[config.mk]
export PLATFORM = sky130hd
export DESIGN_NAME = prog_loader
export DESIGN_NICKNAME = d
export VERILOG_FILES = /design/src/rtl/prog_loader.sv
export SDC_FILE = /design/constraint.sdc
export NUM_CORES = 1
export LEC_CHECK = 0
export ABC_AREA = 1
export CAP_MARGIN = 10
export CORE_MARGIN = 2
export CORE_UTILIZATION = 32
export DETAILED_ROUTE_END_ITERATION = 16
export PLACE_DENSITY = 0.57
export SLEW_MARGIN = 40
export SYNTH_ARGS = -nofsm -noshare
export SYNTH_HDL_FRONTEND = slang
export SYNTH_SLANG_ARGS = --single-unit
[constraint.sdc]
create_clock -name clk -period 1.59 [get_ports clk]
set_input_delay 0.2385 -clock clk [delete_from_list [all_inputs] [get_ports clk]]
set_output_delay 0.2385 -clock clk [all_outputs]
set_load 0.05 [all_outputs]
[src/rtl/prog_loader.sv]
// Boot loader: byte stream in, big-endian words out to instruction/data memory.
// Holds the core stalled until the whole image has been written.
module prog_loader #(
  parameter int WORD   = 32,
  parameter int ADDR_W = 8,
  parameter int LEN_W  = 16
) (
  input  logic              clk,
  input  logic              reset,
  input  logic              start,
  input  logic              rx_valid,
  input  logic [7:0]        rx_data,
  output logic              rx_ready,
  output logic              stall_o,
  output logic              mem_write,
  output logic [WORD-1:0]   mem_in,
  output logic [ADDR_W-1:0] mem_addr,
  output logic              done,
  output logic              err
);

  typedef enum logic [2:0] {
    IDLE, LEN_HI, LEN_LO, DATA, WRITE, DONE, ERR
  } state_t;

  localparam logic [LEN_W-1:0] MAX_LEN = LEN_W'(2**ADDR_W);

  state_t            state, nxt;
  logic [LEN_W-1:0]  len;
  logic [LEN_W-1:0]  len_full;
  logic [1:0]        byte_cnt;
  logic [ADDR_W:0]   word_cnt;
  logic [ADDR_W:0]   word_nxt;
  logic              xfer;

  assign xfer     = rx_valid & rx_ready;
  assign len_full = {len[LEN_W-1:8], rx_data};
  assign word_nxt = word_cnt + 1'b1;

  always_ff @(posedge clk or negedge reset) begin
    if (!reset) state <= IDLE;
    else        state <= nxt;
  end

  always_comb begin
    nxt       = state;
    rx_ready  = 1'b0;
    stall_o   = 1'b0;
    mem_write = 1'b0;
    unique case (state)
      IDLE: begin
        if (start) nxt = LEN_HI;
      end
      LEN_HI: begin
        rx_ready = 1'b1;
        stall_o  = 1'b1;
        if (xfer) nxt = LEN_LO;
      end
      LEN_LO: begin
        rx_ready = 1'b1;
        stall_o  = 1'b1;
        if (xfer) begin
          if (len_full == '0)         nxt = DONE;
          else if (len_full > MAX_LEN) nxt = ERR;
          else                        nxt = DATA;
        end
      end
      DATA: begin
        rx_ready = 1'b1;
        stall_o  = 1'b1;
        if (xfer && byte_cnt == 2'd3) nxt = WRITE;
      end
      WRITE: begin
        stall_o   = 1'b1;
        mem_write = 1'b1;
        if (LEN_W'(word_nxt) == len) nxt = DONE;
        else                         nxt = DATA;
      end
      DONE:    nxt = IDLE;
      ERR:     nxt = IDLE;
      default: nxt = IDLE;
    endcase
  end

  always_ff @(posedge clk or negedge reset) begin
    if (!reset) begin
      len      <= '0;
      byte_cnt <= '0;
      word_cnt <= '0;
      mem_in   <= '0;
      mem_addr <= '0;
      done     <= 1'b0;
      err      <= 1'b0;
    end else begin
      if (state == IDLE && start) begin
        done     <= 1'b0;
        err      <= 1'b0;
        mem_addr <= '0;
        word_cnt <= '0;
        byte_cnt <= '0;
      end
      if (state == LEN_HI && xfer) len[LEN_W-1:8] <= rx_data;
      if (state == LEN_LO && xfer) len[7:0] <= rx_data;
      if (state == DATA && xfer) begin
        mem_in   <= {mem_in[WORD-9:0], rx_data};
        byte_cnt <= byte_cnt + 2'd1;
      end
      // Address wraps only after the final word since N <= 2**ADDR_W
      if (state == WRITE) begin
        mem_addr <= mem_addr + 1'b1;
        word_cnt <= word_nxt;
      end
      if (nxt == DONE) done <= 1'b1;
      if (nxt == ERR)  err  <= 1'b1;
    end
  end

endmodule
* Yosys cells after proc, flatten, opt, wreduce, memory -nomap -nowiden
Cells that the tools add are included.
** Word-level totals
- Bits in registers :: 72
- Output and inout port bits :: 45
** Cells by class
- Add/subtract/negate cells :: 3
- Bitwise operators :: 1
- Mux-type cells :: 20
- Magnitude comparators :: 1
- Equal/unequal tests :: 8
- Reduce and logical (&&, ||, !) cells :: 13
** Operators by type and width (number)
- 3-bit two-way mux :: 7
- 9-bit two-way mux :: 2
- 9-bit by 16-bit == test with 1-bit output :: 1
- 16-bit by 9-bit > comparator with 1-bit output, second input constant :: 1
- 16-bit logical NOT :: 1
- 8-bit two-way mux :: 2
- 3-bit one-hot mux with 5 select lines :: 1
- 9-bit by 1-bit adder with 9-bit output, second input constant :: 1
- 3-bit == test, second input constant :: 3
- 8-bit by 1-bit adder with 8-bit output, second input constant :: 1
- 2-bit nonzero test :: 4
- 3-bit by 2-bit == test with 1-bit output, second input constant :: 2
- 1-bit two-way mux :: 6
- 1-bit logical AND :: 5
- 2-bit two-way mux :: 2
- 4-bit OR reduction :: 1
- 3-bit by 1-bit == test with 1-bit output, second input constant :: 1
- 3-bit logical NOT :: 1
- 3-bit OR reduction :: 1
- 2-bit by 1-bit adder with 2-bit output, second input constant :: 1
- 2-bit == test, second input constant :: 1
- 1-bit bitwise AND :: 1

* Depth between registers and ports, before layout
Gate-level depths: netlist (run 1).
- Depth in word-level cells :: 9
- Mapped depth :: 14
- Depth with buffers taken out :: 14

* Worst setup path before layout (run 1)
Ideal clock, no wire load.
- Path type :: register to register
- From :: register word_cnt[0]
- To :: register err
- Library setup time :: 0.118 ns
- Period minus slack after synthesis :: 1.614 ns
- Path buffers :: 0
- Path slack :: -0.024 ns
- Arrival time :: 1.496 ns
- Cell stages (with the launch flop) :: 15
- Required time :: 1.472 ns
- Cells stage by stage :: dfrtp_1 > ha_1 > inv_1 > nand2_1 > nand2_1 > nor2_1 > nand2_1 > nor2_1 > nand3_1 > nor2_1 > nand3_2 > nand2_1 > a21oi_2 > nand2_1 > nand2_1
** Between the ends
- Cells in the longest elaborated chain, start to end :: 6
- Elaborated cells on any way between the ends :: 7
- Classes of those cells :: add/sub: 1; eq/ne: 2; mux: 3; reduce/logical: 1
** RTL lines
- from (decl) :: line 32 : logic [ADDR_W:0] word_cnt;
- from (signal assigned) :: line 111 : word_cnt <= word_nxt;
- 9-bit by 1-bit adder with 9-bit output (*) :: line 38 : assign word_nxt = word_cnt + 1'b1;
- 9-bit by 16-bit == test with 1-bit output (*) :: line 76 : if (LEN_W'(word_nxt) == len) nxt = DONE;
- 3-bit two-way mux (*) :: line 76
- 3-bit one-hot mux with 5 select lines (*) :: line 50 : unique case (state)
- 3-bit == test (*) :: line 114 : if (nxt == ERR) err <= 1'b1;
- 1-bit two-way mux or 2-bit nonzero test (tied branches)
- to (signal assigned) :: line 93 : err <= 1'b0;
- to (signal assigned) :: line 97 : err <= 1'b0;
- to (signal assigned) :: line 114
- to (decl) :: line 19 : output logic err
Mark *: on every way between the ends. The rest lies on a longest branch, timed or not.
A chain may end at the register's enable or synchronous reset.

* Worst setup path after layout (run 1)
Ends and elaborated chain as after synthesis.

==> impl_results.md, run 1 <==
* IO Port Bufs at 56
* Clock tree from TritonCTS: built
* Multi-input logic area at 0.00150 mm²
* Post-synth cell types at 32
* Seq pwr share at 32.3%
* Int Power at 5.02 mW
* Core Area at 0.0103 mm²
* Syn Std Cell Area at 0.00341 mm²
* Max clock buf depth at 2
* Async set or reset register ratio after synthesis at 100%
* Register clock-pin slew on the reported worst setup and hold paths at 0.08 ns
* Non-filler cells, final at 636
* Fmax at 0.572 GHz
* Worst Tran Pin Value at 0.389 ns
* Setup crit start: word_cnt[0]$_DFFE_PN0P_
* Number of CTS-inserted buffers at 9
* NetSw at 4.28 mW
* Fillers at 968
* Combinational share of power at 53.6%
* Failing checks: negative setup slack
* Clock power frac at 14.1%
* Vias in the first global route at 2795
* Syn Area/Cell at 9.01 µm²
* Cells after Synth at 378
* # diodes at 0
* Area Overhead vs Synth at 42.5%
* Cell Rows at 37
* Startpoint Class: flip-flop
* Worst Path Required at 1.83 ns
* Num Clock Sinks at 72
* Final WL at 8520 µm
* EDFF count, synth at 0
* Clock skew at 0.0105 ns
* WS Path Type: flip-flop to flip-flop
* CP Capture Point: err$_DFFE_PN0P_
* Hold WC Path Type: primary input to asynchronous set/reset pin
* Routed vias/inst at 4.61
* Die ar. at 0.0115 mm²
* Via count at 2930
* Switching portion of total power at 46.0%
* Antenna viol nets, final at 0
* Syn Nets at 393
* Setup Viol. Count Final at 10
* Initial Utilization at 33.0%
* Slew Viols, Final at 0
* R2r worst-path depth at 14
* Synth warn at 0
* Die height at 107 µm
* Final period util at 110%
* Max-Cap Viols at 0
* Total congestion overflow at 0
* Min Tclk post-route at 1.75 ns
* DP Wirelength at 5760 µm
* PnR worst setup slack at -0.157 ns
* Clock latency on the worst-skew pair at 0.34 ns
* Crit. End Element: flip-flop
* DIE WIDTH at 107 µm
* Primary FF master, synth: dfrtp_1
* Flops & latches, synth at 72
* Seq/Total Area, Yosys at 52.9%
* R2r setup slk at -0.16 ns
* CTS root buf: clkbuf_8
* Hold WS at 0.446 ns
* Largest net degree at the start of global routing at 73
* PD cells at 1920 mW/mm²
* Post-Place Cells at 606
* Routability cong. at 0.837
* Layout cells sized above 1 at 37.0%
* Total Routing Usage GR at 15.0%
* CP max FO at 2
* DRC at 0
* Peak VDD IR at 1.22 mV
* RSZ-0062 raised after global routing: yes
* Drt wl/cell at 13.4 µm
* I/O pin cnt at 57
* Initial antenna violation count at 0
* Sequential Area at 0.00180 mm²
* NumNets Final at 510
* Lkg Pwr at 2.40 nW
* Worst flop-to-flop path endpoint: err$_DFFE_PN0P_
* First-pass GRT wire length at 13500 µm
* Number of detailed-route iterations in the first pass at 4
* CTS H-tree depth at 3
* Final number of hold-violating endpoints at 0
* Initial DRC Count at 126
* Outcome: complete, but fails checks
* Slew HR at 74.1%
* Reg2reg start: word_cnt[0]$_DFFE_PN0P_
* Worst EP arrival at 1.98 ns
[kinds of logic after synthesis]
| kind of cell | Yosys count | share of synthesized area [%] |
|---|---|---|
| simple gates | 173 | 23.2 |
| mux | 21 | 7.23 |
| fa+ha+maj | 3 | 1.10 |
| compound gates | 59 | 9.55 |
| flops | 72 | 52.9 |
| buf+inv | 50 | 5.99 |
[cell type report]
cell class | count | area share [%]
flip-flops and latches | 72 | 37.1
multi-input cells | 256 | 30.9
repair buffers | 115 | 21.7
well taps | 136 | 3.51
inverters | 41 | 3.22
clock buffers | 10 | 2.63
clock inverters | 6 | 0.877
[layout by cell type (no fill, tap or decap), drive strengths merged]
| cell type | count |
|---|---|
| o21ai | 40 |
| o211ai | 2 |
| nand3 | 30 |
| mux2 | 20 |
| inv | 43 |
| a22o | 1 |
| buf | 102 |
| nand3b | 4 |
| clkinvlp | 2 |
| mux2i | 1 |
| o22ai | 4 |
| nor3 | 2 |
| clkbuf | 12 |
| nand4 | 5 |
| a31oi | 2 |
| dfrtp | 72 |
| a22oi | 2 |
| nand2 | 95 |
| a21oi | 8 |
| ha | 3 |
| clkdlybuf4s50 | 10 |
| clkinv | 2 |
| dlygate4sd3 | 1 |
| nor2 | 37 |
[cell usage after synthesis, types with 3 or more instances]
master	n	area share, %
nand3b_1	4	0.88
dfrtp_1	72	53
o21ai_0	37	5.4
nand3_1	26	3.8
nor2_2	5	0.92
o22ai_1	4	0.73
inv_1	34	3.7
nor2_1	29	3.2
o21ai_1	3	0.44
buf_2	4	0.59
nand4_1	5	0.92
a21oi_1	7	1.0
clkbuf_1	3	0.33
nand3_2	4	1.2
nor2_4	3	0.99
inv_2	7	0.77
nand2_2	6	1.1
ha_1	3	1.1
mux2_2	17	5.6
nand2_1	89	9.8
mux2_4	3	1.3
[worst min path at each step]
stage	start	end	depth (start not counted)
finish	reset	mem_in[18]$_DFFE_PN0P_	3
global route	reset	mem_in[18]$_DFFE_PN0P_	3
CTS	reset	mem_in[18]$_DFFE_PN0P_	3
detailed placement	reset	mem_in[26]$_DFFE_PN0P_	2
global placement	reset	mem_in[18]$_DFFE_PN0P_	2
floorplan	reset	byte_cnt[0]$_DFFE_PN0P_	0
[power groups by stage]
stage / logic, mW / clock network, mW / registers, mW
finish: 4.98 / 1.31 / 3.00
global route: 5.33 / 1.44 / 3.09
CTS: 4.77 / 1.34 / 3.00
detailed placement: 4.62 / 0 / 3.01
global placement: 4.58 / 0 / 3.00
floorplan: 1.64 / 0 / 4.29
[flip-flops by register name (all words and copies together), names as in the netlist]
| name | count |
|---|---|
| mem_in | 32 |
| err | 1 |
| state | 3 |
| word_cnt | 9 |
| done | 1 |
| byte_cnt | 2 |
| len | 16 |
| mem_addr | 8 |
[metrics by stage]
| step | power, mW | setup WS (ns) | TNS, ns | instance area (µm²) | utilization [%] |
|---|---|---|---|---|---|
| CTS | 9.11 | -0.164 | -0.602 | 4690 | 45.5 |
| detailed placement | 7.63 | -0.275 | -1.09 | 4420 | 42.8 |
| finish | 9.29 | -0.157 | -0.657 | 4850 | 47.0 |
| global placement | 7.57 | -0.224 | -0.720 | 4420 | 42.8 |
| global route | 9.85 | -0.343 | -4.12 | 4850 | 47.0 |
| floorplan | 5.93 | -0.0237 | -0.0237 | 3410 | - |
[critical path: stages (launching register included)]
cell     delay [ns]
dfrtp_1        0.42
ha_4           0.28
inv_2          0.03
nand2_1        0.04
nand2_1        0.06
nor2_2         0.10
nand2_1        0.06
nor2_1         0.10
nand3_1        0.09
nor2_2         0.11
nand3_2        0.11
nand2_2        0.10
a21oi_2        0.05
nand2_1        0.06
nand2_1        0.05
[layer usage]
metal / track usage, % / vias to the layer above / wire [µm]
li1: - / 1485 / -
met1: 20.5 / 1375 / 4130
met2: 22.9 / 58 / 3940
met3: 3.22 / 12 / 300
met4: 6.49 / 0 / 149
met5: 0 / - / 0
[timing repair]
action	4_1_cts	5_1_grt
buffers inserted	5	7
cloned	0	3
pin swaps	5	10
resized for setup	15	18
endpoints found under the setup margin	7	39
hold endpoints to repair	72	0
hold buffers	1	0
Power figures use the tool's default switching activity.
==> run 2: changes to the inputs <==
CTS_BUF_LIST = sky130_fd_sc_hd__clkbuf_16   (was not set)
==> run 2 against run 1 <==
Against the previous run: the flow still finishes with violations (negative setup slack); combinational power about the same; setup slack improved by 0.016 ns; die area unchanged; clock power increased by 42%; sequential power about the same; register-to-register slack improved by 0.02 ns; largest cell class unchanged; critical path depth unchanged; critical path type unchanged.
==> impl_results.md, run 2 (synthesis results as in run 1) <==
* CP peak stage delay at 0.41 ns
* Routed vias/inst at 4.66
* Outcome: complete, but fails checks
* WP depth at 14
* Critical-path cell list: ha_4, inv_2, nand2_1, nand2_1, nor2_2, nand2_1, nor2_1, nand3_1, nor2_2, nand3_2, nand2_2, a21oi_2, nand2_1, nand2_1
* Fillers at 954
* Final number of hold-violating endpoints at 0
* NumNets Final at 510
* Buf/Inv on CP at 1
* Startpoint Class: flip-flop
* CP max FO at 2
* Layout cells sized above 1 at 37.2%
* DRC at 0
* Max reg flops at 32
* Crit. End Element: flip-flop
* Min Tclk post-route at 1.73 ns
* WS Path Type: flip-flop to flip-flop
* Fmax at 0.578 GHz
* Initial DRC Count at 127
* Max-Cap Viols at 0
* CTS H-tree depth at 3
* Most common cell after layout, fill and taps aside: buf_4
* Number of detailed-route iterations in the first pass at 4
* Total Routing Usage GR at 15.2%
* Area Overhead vs Synth at 45.5%
* Final period util at 109%
* DIE WIDTH at 107 µm
* Crit-path leading delay family: simple AND/OR/NAND/NOR gates
* Worst EP arrival at 1.95 ns
* Routability cong. at 0.837
* Slew HR at 74.4%
* Clock latency on the worst-skew pair at 0.33 ns
* RSZ-0062 raised after global routing: yes
* Largest registers: mem_in (32), len (16), word_cnt (9)
* Reg2reg start: word_cnt[0]$_DFFE_PN0P_
* Max clock buf depth at 2
* Slew Viols, Final at 0
* Largest Register: mem_in
* Worst Tran Pin Value at 0.385 ns
* First-pass GRT wire length at 13600 µm
* Initial Utilization at 33.0%
* # diodes at 0
* Core Area at 0.0103 mm²
* Cell Rows at 37
* Via count at 2964
* Initial antenna violation count at 0
* Lkg Pwr at 2.45 nW
* Vias in the first global route at 2822
* Die height at 107 µm
* CTS root buf: clkbuf_16
* PD cells at 1990 mW/mm²
* Hold WC Path Type: primary input to asynchronous set/reset pin
* Clock skew at 0.00565 ns
* Num Clock Sinks at 72
* R2r setup slk at -0.14 ns
* PnR worst setup slack at -0.141 ns
* Setup Viol. Count Final at 9
* Die ar. at 0.0115 mm²
* Register clock-pin slew on the reported worst setup and hold paths at 0.06 ns
* Worst flop-to-flop path endpoint: err$_DFFE_PN0P_
* R2r worst-path depth at 14
* Post-route cell area at 0.00496 mm²
* Number of CTS-inserted buffers at 9
* Total congestion overflow at 0
* Final WL at 8600 µm
* Antenna viol nets, final at 0
* Most frequent cells in the layout: buf_4, nand2_1, dfrtp_1
* Largest net degree at the start of global routing at 73
* I/O pin cnt at 57
* Placed Area at 0.00442 mm²
* Worst Path Required at 1.81 ns
* Fin Setup TNS at -0.560 ns
* Failing checks: negative setup slack
* CP max-delay cell: dfrtp_1
* Setup crit start: word_cnt[0]$_DFFE_PN0P_
* Clock tree from TritonCTS: built
* Drt wl/cell at 13.5 µm
* Peak VDD IR at 1.23 mV
* CP Capture Point: err$_DFFE_PN0P_
* Most frequent CP cell: nand2_1
* Util after Layout at 48.0%
* DP Wirelength at 5760 µm
* IO Port Bufs at 56
[run 2: layout make-up]
type	count	area (µm²)	share of cell area, %
Multi-Input combinational cell	256	1500	30.3
Clock buffer	9	225	4.54
Inverter	41	156	3.15
Timing Repair Buffer	115	1050	21.3
Sequential cell	72	1800	36.4
Tap cell	136	170	3.43
Clock inverter	7	46.3	0.934
[run 2: worst register-to-register path, cell delays in order, from the launching register on]
cell	delay [ns]
dfrtp_1	0.41
ha_4	0.28
inv_2	0.03
nand2_1	0.04
nand2_1	0.06
nor2_2	0.10
nand2_1	0.06
nor2_1	0.09
nand3_1	0.09
nor2_2	0.11
nand3_2	0.11
nand2_2	0.09
a21oi_2	0.05
nand2_1	0.06
nand2_1	0.05
[run 2: routing by layer]
metal	part of all wire (%)	vias up	GRT usage [%]
met5	0	-	0
met4	1.9	0	5.94
met3	3.6	12	4.32
met2	47	58	23.0
met1	48	1408	20.7
li1	-	1486	-
[run 2: how the worst min path moves through the flow]
stage	slack, ns	end	cells after the start	from
final	0.46	mem_in[27]$_DFFE_PN0P_	3	reset
after global routing	0.50	mem_addr[7]$_DFFE_PN0P_	1	mem_addr[7]$_DFFE_PN0P_
after global placement	0.30	mem_in[18]$_DFFE_PN0P_	2	reset
after floorplan	-0.06	byte_cnt[0]$_DFFE_PN0P_	0	reset
after CTS	0.48	mem_addr[7]$_DFFE_PN0P_	1	mem_addr[7]$_DFFE_PN0P_
after detailed placement	0.30	mem_in[26]$_DFFE_PN0P_	2	reset
[run 2: stage by stage]
stage / std cells / power, mW / hold slack, ns / setup slack [ns]
after floorplan: 378 / 5.93 / -0.0571 / -0.0237
after global placement: 606 / 7.57 / 0.296 / -0.224
after detailed placement: 606 / 7.63 / 0.296 / -0.275
after CTS: 628 / 9.68 / 0.479 / -0.157
after global routing: 636 / 10.4 / 0.502 / -0.334
final: 636 / 9.87 / 0.463 / -0.141
[run 2: what timing repair did]
item                                    CTS  global route
setup buffers                             5             7
hold buffers                              1             0
endpoints found under the hold margin    72             0
gates resized for setup                  15            20
cloned                                    0             3
endpoints found under the setup margin    6            36
pin swaps                                 4            10
[run 2: power by group]
group          internal, mW  switching [mW]  leakage [nW]
registers              2.49           0.516         0.930
logic                  1.96            3.04          1.39
clock network          1.06           0.807         0.133
